[config.mk]
export PLATFORM = sky130hd
export DESIGN_NAME = register_file_mp
export DESIGN_NICKNAME = d
export VERILOG_FILES = /design/src/rtl/register_file_mp.sv
export SDC_FILE = /design/constraint.sdc
export NUM_CORES = 2
export LEC_CHECK = 0
export BUFFER_PORTS_ARGS = -buffer_cell sky130_fd_sc_hd__clkbuf_2
export CORE_MARGIN = 5
export CORE_UTILIZATION = 41
export CTS_CLUSTER_DIAMETER = 100
export DETAILED_ROUTE_END_ITERATION = 7
export MAX_ROUTING_LAYER = met4
export PLACE_DENSITY = 0.52
export REMOVE_ABC_BUFFERS = 1
export SLEW_MARGIN = 20
export SYNTH_ARGS = -nofsm -noshare
export SYNTH_HDL_FRONTEND = slang
export SYNTH_SLANG_ARGS = --single-unit
[constraint.sdc]
create_clock -name i_Clock -period 3.1 [get_ports i_Clock]
set_input_delay 0.62 -clock i_Clock [delete_from_list [all_inputs] [get_ports i_Clock]]
set_output_delay 0.62 -clock i_Clock [all_outputs]
set_load 0.02 [all_outputs]
[src/rtl/register_file_mp.sv]
// register_file_mp: multi-port register file with busy scoreboard and sweeping clear engine.
// Define REGFILE_BYPASS_EN to forward same-cycle writes to the read ports.
module register_file_mp #(
    parameter int XLEN            = 32,
    parameter int REG_ADDR_WIDTH  = 5,
    parameter int NUM_READ_PORTS  = 2,
    parameter int NUM_WRITE_PORTS = 2
) (
    input  logic                                      i_Clock,
    input  logic                                      i_Reset_N,
    input  logic [NUM_READ_PORTS*REG_ADDR_WIDTH-1:0]  i_Read_Addr,
    output logic [NUM_READ_PORTS*XLEN-1:0]            o_Read_Data,
    output logic [NUM_READ_PORTS-1:0]                 o_Read_Busy,
    input  logic [NUM_WRITE_PORTS-1:0]                i_Write_Enable,
    input  logic [NUM_WRITE_PORTS*REG_ADDR_WIDTH-1:0] i_Write_Addr,
    input  logic [NUM_WRITE_PORTS*XLEN-1:0]           i_Write_Data,
    input  logic                                      i_Reserve_Enable,
    input  logic [REG_ADDR_WIDTH-1:0]                 i_Reserve_Addr,
    input  logic                                      i_Clear_Start,
    output logic                                      o_Clear_Busy,
    output logic                                      o_Clear_Done
);
    localparam int NUM_REGS = 2 ** REG_ADDR_WIDTH;
    localparam logic [1:0] IDLE = 2'd0, SWEEP = 2'd1, DONE = 2'd2;
    logic [XLEN-1:0] regs [NUM_REGS];
    logic [NUM_REGS-1:0] busy;
    logic [1:0] state;
    logic [REG_ADDR_WIDTH-1:0] idx;
    logic sweeping;
    assign sweeping = state == SWEEP;
    assign o_Clear_Busy = sweeping;
    assign o_Clear_Done = state == DONE;

    always_ff @(posedge i_Clock or negedge i_Reset_N)
        if (!i_Reset_N) begin
            state <= IDLE;
            idx <= '0;
        end else begin
            state <= state == IDLE ? (i_Clear_Start ? SWEEP : IDLE)
                   : state == SWEEP ? (&idx ? DONE : SWEEP) : IDLE;
            idx <= state == IDLE ? REG_ADDR_WIDTH'(1) : idx + 1'b1;
        end

    // Later write ports overwrite earlier ones; a reserve overrides any same-cycle writeback.
    always_ff @(posedge i_Clock or negedge i_Reset_N)
        if (!i_Reset_N) begin
            for (int r = 0; r < NUM_REGS; r++)
                regs[r] <= '0;
            busy <= '0;
        end else if (sweeping) begin
            regs[idx] <= '0;
            busy[idx] <= 1'b0;
        end else begin
            for (int w = 0; w < NUM_WRITE_PORTS; w++)
                if (i_Write_Enable[w] && i_Write_Addr[w*REG_ADDR_WIDTH +: REG_ADDR_WIDTH] != '0) begin
                    regs[i_Write_Addr[w*REG_ADDR_WIDTH +: REG_ADDR_WIDTH]] <= i_Write_Data[w*XLEN +: XLEN];
                    busy[i_Write_Addr[w*REG_ADDR_WIDTH +: REG_ADDR_WIDTH]] <= 1'b0;
                end
            if (i_Reserve_Enable && i_Reserve_Addr != '0)
                busy[i_Reserve_Addr] <= 1'b1;
        end

    for (genvar p = 0; p < NUM_READ_PORTS; p++) begin : g_read
        logic [REG_ADDR_WIDTH-1:0] ra;
        logic [XLEN-1:0] rd;
        logic rb;
        assign ra = i_Read_Addr[p*REG_ADDR_WIDTH +: REG_ADDR_WIDTH];
        always_comb begin
            rd = regs[ra];
            rb = busy[ra];
`ifdef REGFILE_BYPASS_EN
            for (int w = 0; w < NUM_WRITE_PORTS; w++)
                if (!sweeping && i_Write_Enable[w] && i_Write_Addr[w*REG_ADDR_WIDTH +: REG_ADDR_WIDTH] == ra) begin
                    rd = i_Write_Data[w*XLEN +: XLEN];
                    rb = i_Reserve_Enable && i_Reserve_Addr == ra;
                end
`endif
        end
        assign o_Read_Data[p*XLEN +: XLEN] = ra == '0 ? '0 : rd;
        assign o_Read_Busy[p] = ra != '0 && rb;
    end
endmodule
* Word-level counts from Yosys, hierarchy flattened *
Index checks and enable logic that the tools add are counted.

word-level totals
  latch bits = 0
  output and inout port bits = 68
  register bits = 1063
  input port bits = 95
  memories kept = 0
  bits in writable memories = 0
  memory bits (read-only) = 0
  logic and storage cells = 134

operators by class
  multiply operators = 0
  $add $sub $neg = 1
  reduce and logical (&&, ||, !) cells = 21
  bitwise operators = 14
  div/mod/pow operators = 0
  mux-type cells = 43
  shift operators = 0
  $lt $le $gt $ge = 18
  equal/unequal tests = 2

operators with widths
  operator                                                            count
  two-way mux 1024 bit                                                4
  bitwise mux 1024 bit                                                2
  bitwise AND 1024 bit                                                1
  NOT 1024 bit                                                        1
  demux 32 bit (select 5 bit)                                         3
  two-way mux 32 bit                                                  15
  binary-select mux 32 bit (select 5 bit)                             2
  bitwise AND 32 bit                                                  3
  NOT 32 bit                                                          3
  < comparator 5 x 6 -> 1 bit (second input constant)                 6
  bitwise OR 32 bit                                                   1
  greater-or-equal comparator 6 bit (second input constant)           5
  NOT 5 -> 6 bit                                                      5
  nonzero test 5 bit                                                  5
  demux 1 bit (select 5 bit)                                          4
  greater-or-equal comparator 5 x 1 -> 1 bit (second input constant)  4
  < comparator 6 x 1 -> 1 bit (second input constant)                 3
  logical AND 1 bit                                                   12
  binary-select mux 1 bit (select 5 bit)                              2
  zero test 5 bit                                                     2
  two-way mux 1 bit                                                   7
  two-way mux 2 bit                                                   3
  adder 5 x 1 -> 5 bit (second input constant)                        1
  two-way mux 5 bit                                                   1
  4 further kinds                                                     4

* Depth between registers and ports, before layout *
  depth after elaboration = 14
  gate-level depth with buffers = 10
  gate-level depth less buffers = 7

* Least setup slack after synthesis *
No wires, ideal clock.

  kind = in2out
  from = input port i_Read_Addr[2]
  to = output port o_Read_Data[10]
  cell stages on the path = 7
  buffers on the path = 4
  required time = 2480 ps
  setup slack = 6 ps
  arrival = 2474 ps
  cells stage by stage = buf_2 -> buf_4 -> buf_2 -> clkbuf_1 -> mux4_2 -> a211oi_1 -> nor4_1

on the way
  longest elaborated chain between the ends = 5
  elaborated cells between the ends (all ways) = 6
  those cells by class = mux: 4; bitwise: 1; reduce/logical: 1

RTL lines
  element                                                line  RTL
  start: declaration                                     11    input logic [NUM_READ_PORTS*REG_ADDR_WIDTH-1:0] i_Read_Addr,
  NOT 5 -> 6 bit (not written as such)                   69    rd = regs[ra];
  binary-select mux 32 bit (select 5 bit)                69
  two-way mux 32 bit (not written as such) (2 in a row)  69
  two-way mux 32 bit (*)                                 79    assign o_Read_Data[p*XLEN +: XLEN] = ra == '0 ? '0 : rd;
  end: declaration                                       12    output logic [NUM_READ_PORTS*XLEN-1:0] o_Read_Data,

Mark *: on every way between the ends. The rest lies on a longest branch, timed or not. The select of a mux whose other input is x is not followed.

* Worst setup path after layout *
  from = register regs[545] (netlist name)
  to = output port o_Read_Data[33]

on the way
  longest elaborated chain between the ends = 4

RTL lines
  element                                                line  RTL
  start: declaration                                     25    logic [XLEN-1:0] regs [NUM_REGS];
  start signal: indexed assignment                       56    regs[i_Write_Addr[w*REG_ADDR_WIDTH +: REG_ADDR_WIDTH]] <= i_Write_Data[w*XLEN +: XLEN];
  binary-select mux 32 bit (select 5 bit)                69
  two-way mux 32 bit (not written as such) (2 in a row)  69
  two-way mux 32 bit                                     79

Every way passes these cells. The select of a mux whose other input is x is not followed.

==> out/results.ini <==
[outcome]
outcome=finished, violations left
violations=negative setup slack

[global_route]
grt_max_degree=149
met3_usage=0.103
gr-usage-met1=0.512
grt-busiest-layer=met2
grt_pass1_vias=69600
gr-total-overflow=0
grt_pass1_wl_microns=542000
antenna_found_initial=9
use_met2=0.575
grt_use_total=0.402

[sta]
slew_headroom=0.202
rsz0062_at_grt=true
setup_viol=66
skew_ns=0.0406
slew_viol_final=0
period_needed_ns=3.69
fin_crit_sh=1.19
setup_ws_ns=-0.590
max_slew.worst_pin.slew_ns=1.20
fmax_ghz=0.271
hold_viol_final=0

[power_and_ir_drop]
power_density_nw_per_um2=728
totalPowerFinal_uw=70400
p_leak_uw=0.0428
vdd_drop_max_uv=622

[routing]
drtIter0Drc=10600
vias_per_cell=6.91
wl_microns=387000
num_vias=73300
avgRoutedWirePerCell_microns=36.5
dr.pass1.iters=8
drc=0
antenna_left=0

[layout]
finalNetCount=8210
stdcell_area_sq_um=96800
mostFrequentLayoutCell=mux2i_1
final_cell_mix=mux2i_1, dfrtp_1, a22o_1
fin_util=0.530
drive_gt1_frac=0.300
area_growth_pct=28.9

[floorplanning]
core_sq_um=183000
io_pins=163
die_height_microns=438
dieArea_sq_um=192000
dieWidth_microns=438
num_rows=157
start_util=0.411

[critical_path]
max_stage_delay_ns=0.62
cp.arrival_ns=3.07
cp_slowest_cell=a2111oi_4
crit_path_max_fanout=2
cp-start-kind=flop
critPathKind=flop to output port
cp.required_ns=2.48
cp_cell_sequence=mux4_2, a22o_4, a2111oi_4, nor3_1, buf_4, buf_8
end_kind=output port

[synth]
syn_inst=7441
synth_top_area_frac=0.354
yosys_warnings=0
yosysTopAreaCell=dfrtp_1
yosys-top-cells-area=dfrtp_1, mux2i_1, mux4_2, a22o_1, o21ai_0
async_flop_share=1.00
netlist_area_sq_um=75100
synth_edf_count=0
synth.avg_cell_area_sq_um=10.1
ys.flop_type=dfrtp_1
ys_seq_elements=1063
ys_types=72
yosysSeqAreaShare=0.354

[placed_design]
pre_cts_ws_ns=-0.910
placed_area_sq_um=84200
dp_hpwl_microns=242000
portBuffers=162
place_congestion=0.977

[job]
cap_violations=0

[cts]
cts_tree=done
clk-insertion-delay-late_ns=0.83
cts_max_level=4
root_buffer=clkbuf_16
cts_buffer_depth=3
numCtsBuffers=137
clock-sinks=1063
clkTransAtPathRegs_ns=0.06

[hold_path]
hold_class=primary input to flop

## layout make-up
cell class / instances / area, sq um
clock buffer: 203 / 4160
inverter: 23 / 92.6
timing repair buffer: 1456 / 15100
clock inverter: 34 / 368
tap: 2385 / 2980
multi-input combinational: 5429 / 47400
fill: 15800 / 85900
antenna: 11 / 27.5
sequential: 1063 / 26600
## synthesized netlist by cell type, types with 9 or more instances
library cell / count
mux2i_1: 1199
dfrtp_1: 1063
a22o_1: 975
nand2_1: 694
clkbuf_1: 607
o21ai_0: 601
mux4_2: 421
nor2_1: 398
a21oi_1: 387
buf_2: 132
a22oi_1: 119
o21ai_1: 113
buf_4: 88
buf_1: 84
o22ai_1: 52
a2111oi_0: 49
nor3_1: 48
nor2b_1: 47
and2_1: 46
a211oi_1: 37
a21boi_0: 27
nor4_1: 27
inv_1: 22
a31oi_1: 19
nor2_2: 17
buf_6: 15
a222oi_1: 13
mux2_2: 11
or2_2: 10
a221oi_1: 9
nand3_1: 9
o31ai_1: 9
## sequential cells by signal, summed over array words and instances, names as in the netlist
name   count
busy      32
idx        5
regs    1024
state      2
## per-layer routing
metal / up-vias / routed length (microns)
li1: 29600 / -
met1: 37100 / 148000
met2: 5197 / 167000
met4: 0 / 28400
met5: - / 0
met3: 1354 / 44000
## metrics by stage
stage	TNS [ns]	hold slack, ns	std cells
3_3_place_gp	-34.95	0.472	9835
2_1_floorplan	-	0.324	6514
6_report	-21.67	0.0331	10600
5_1_grt	-23.46	0.0413	10600
3_5_place_dp	-33.31	0.491	9839
4_1_cts	-19.66	0.00888	10400
## critical path, delay by kind of cell (launching register included)
| family | cells | cell delay, ns |
|---|---|---|
| muxes | 1 | 0.49 |
| AOI/OAI and AO/OA | 2 | 0.92 |
| and+or+nand+nor | 1 | 0.12 |
| buffers and inverters | 2 | 0.34 |
| DFF | 1 | 0.40 |
## path summary, 6_finish.rpt
kind,from,end,slack (ns),cells past startpoint
setup / recovery,regs[545],o_Read_Data[33],-0.59,6
hold / removal,i_Clear_Start,state[0],0.03,3
setup reg to reg,idx[0],regs[693],0.29,7
hold reg to reg,regs[798],regs[798],0.51,2
max in group asynchronous,i_Reset_N,regs[668],1.58,4
min in group asynchronous,i_Reset_N,regs[219],0.36,2
## repair_timing
| item | CTS | global route |
|---|---|---|
| hold buffers | 1 | 0 |
| setup buffers | 383 | 175 |
| cloned | 13 | 3 |
| pin swaps | 154 | 106 |
| hold endpoints to repair | 26 | 0 |
| resized for setup | 532 | 189 |
| setup endpoints to repair | 67 | 66 |
## kinds of logic (layout without fill, tap and decap cells)
kind of cell | after synthesis | in the layout | share of synthesized area
other | 0 | 11 | 0
AOI/OAI and AO/OA | 2442 | 2442 | 0.224
xor gates and xnor gates | 2 | 2 | 0.000233
adders and majority gates | 5 | 5 | 0.000833
DFF | 1063 | 1063 | 0.354
muxes | 1631 | 1631 | 0.288
and+or+nand+nor | 1348 | 1349 | 0.0767
buffers and inverters | 950 | 1716 | 0.0556
## power by group
part / internal, uW / leakage [uW] / switching [uW]
Sequential: 17800 / 0.0147 / 4080
Combinational: 14100 / 0.0259 / 17800
Clock: 9740 / 0.00224 / 6950
Total: 41600 / 0.0428 / 28800
(Power assumes the default switching activity.)
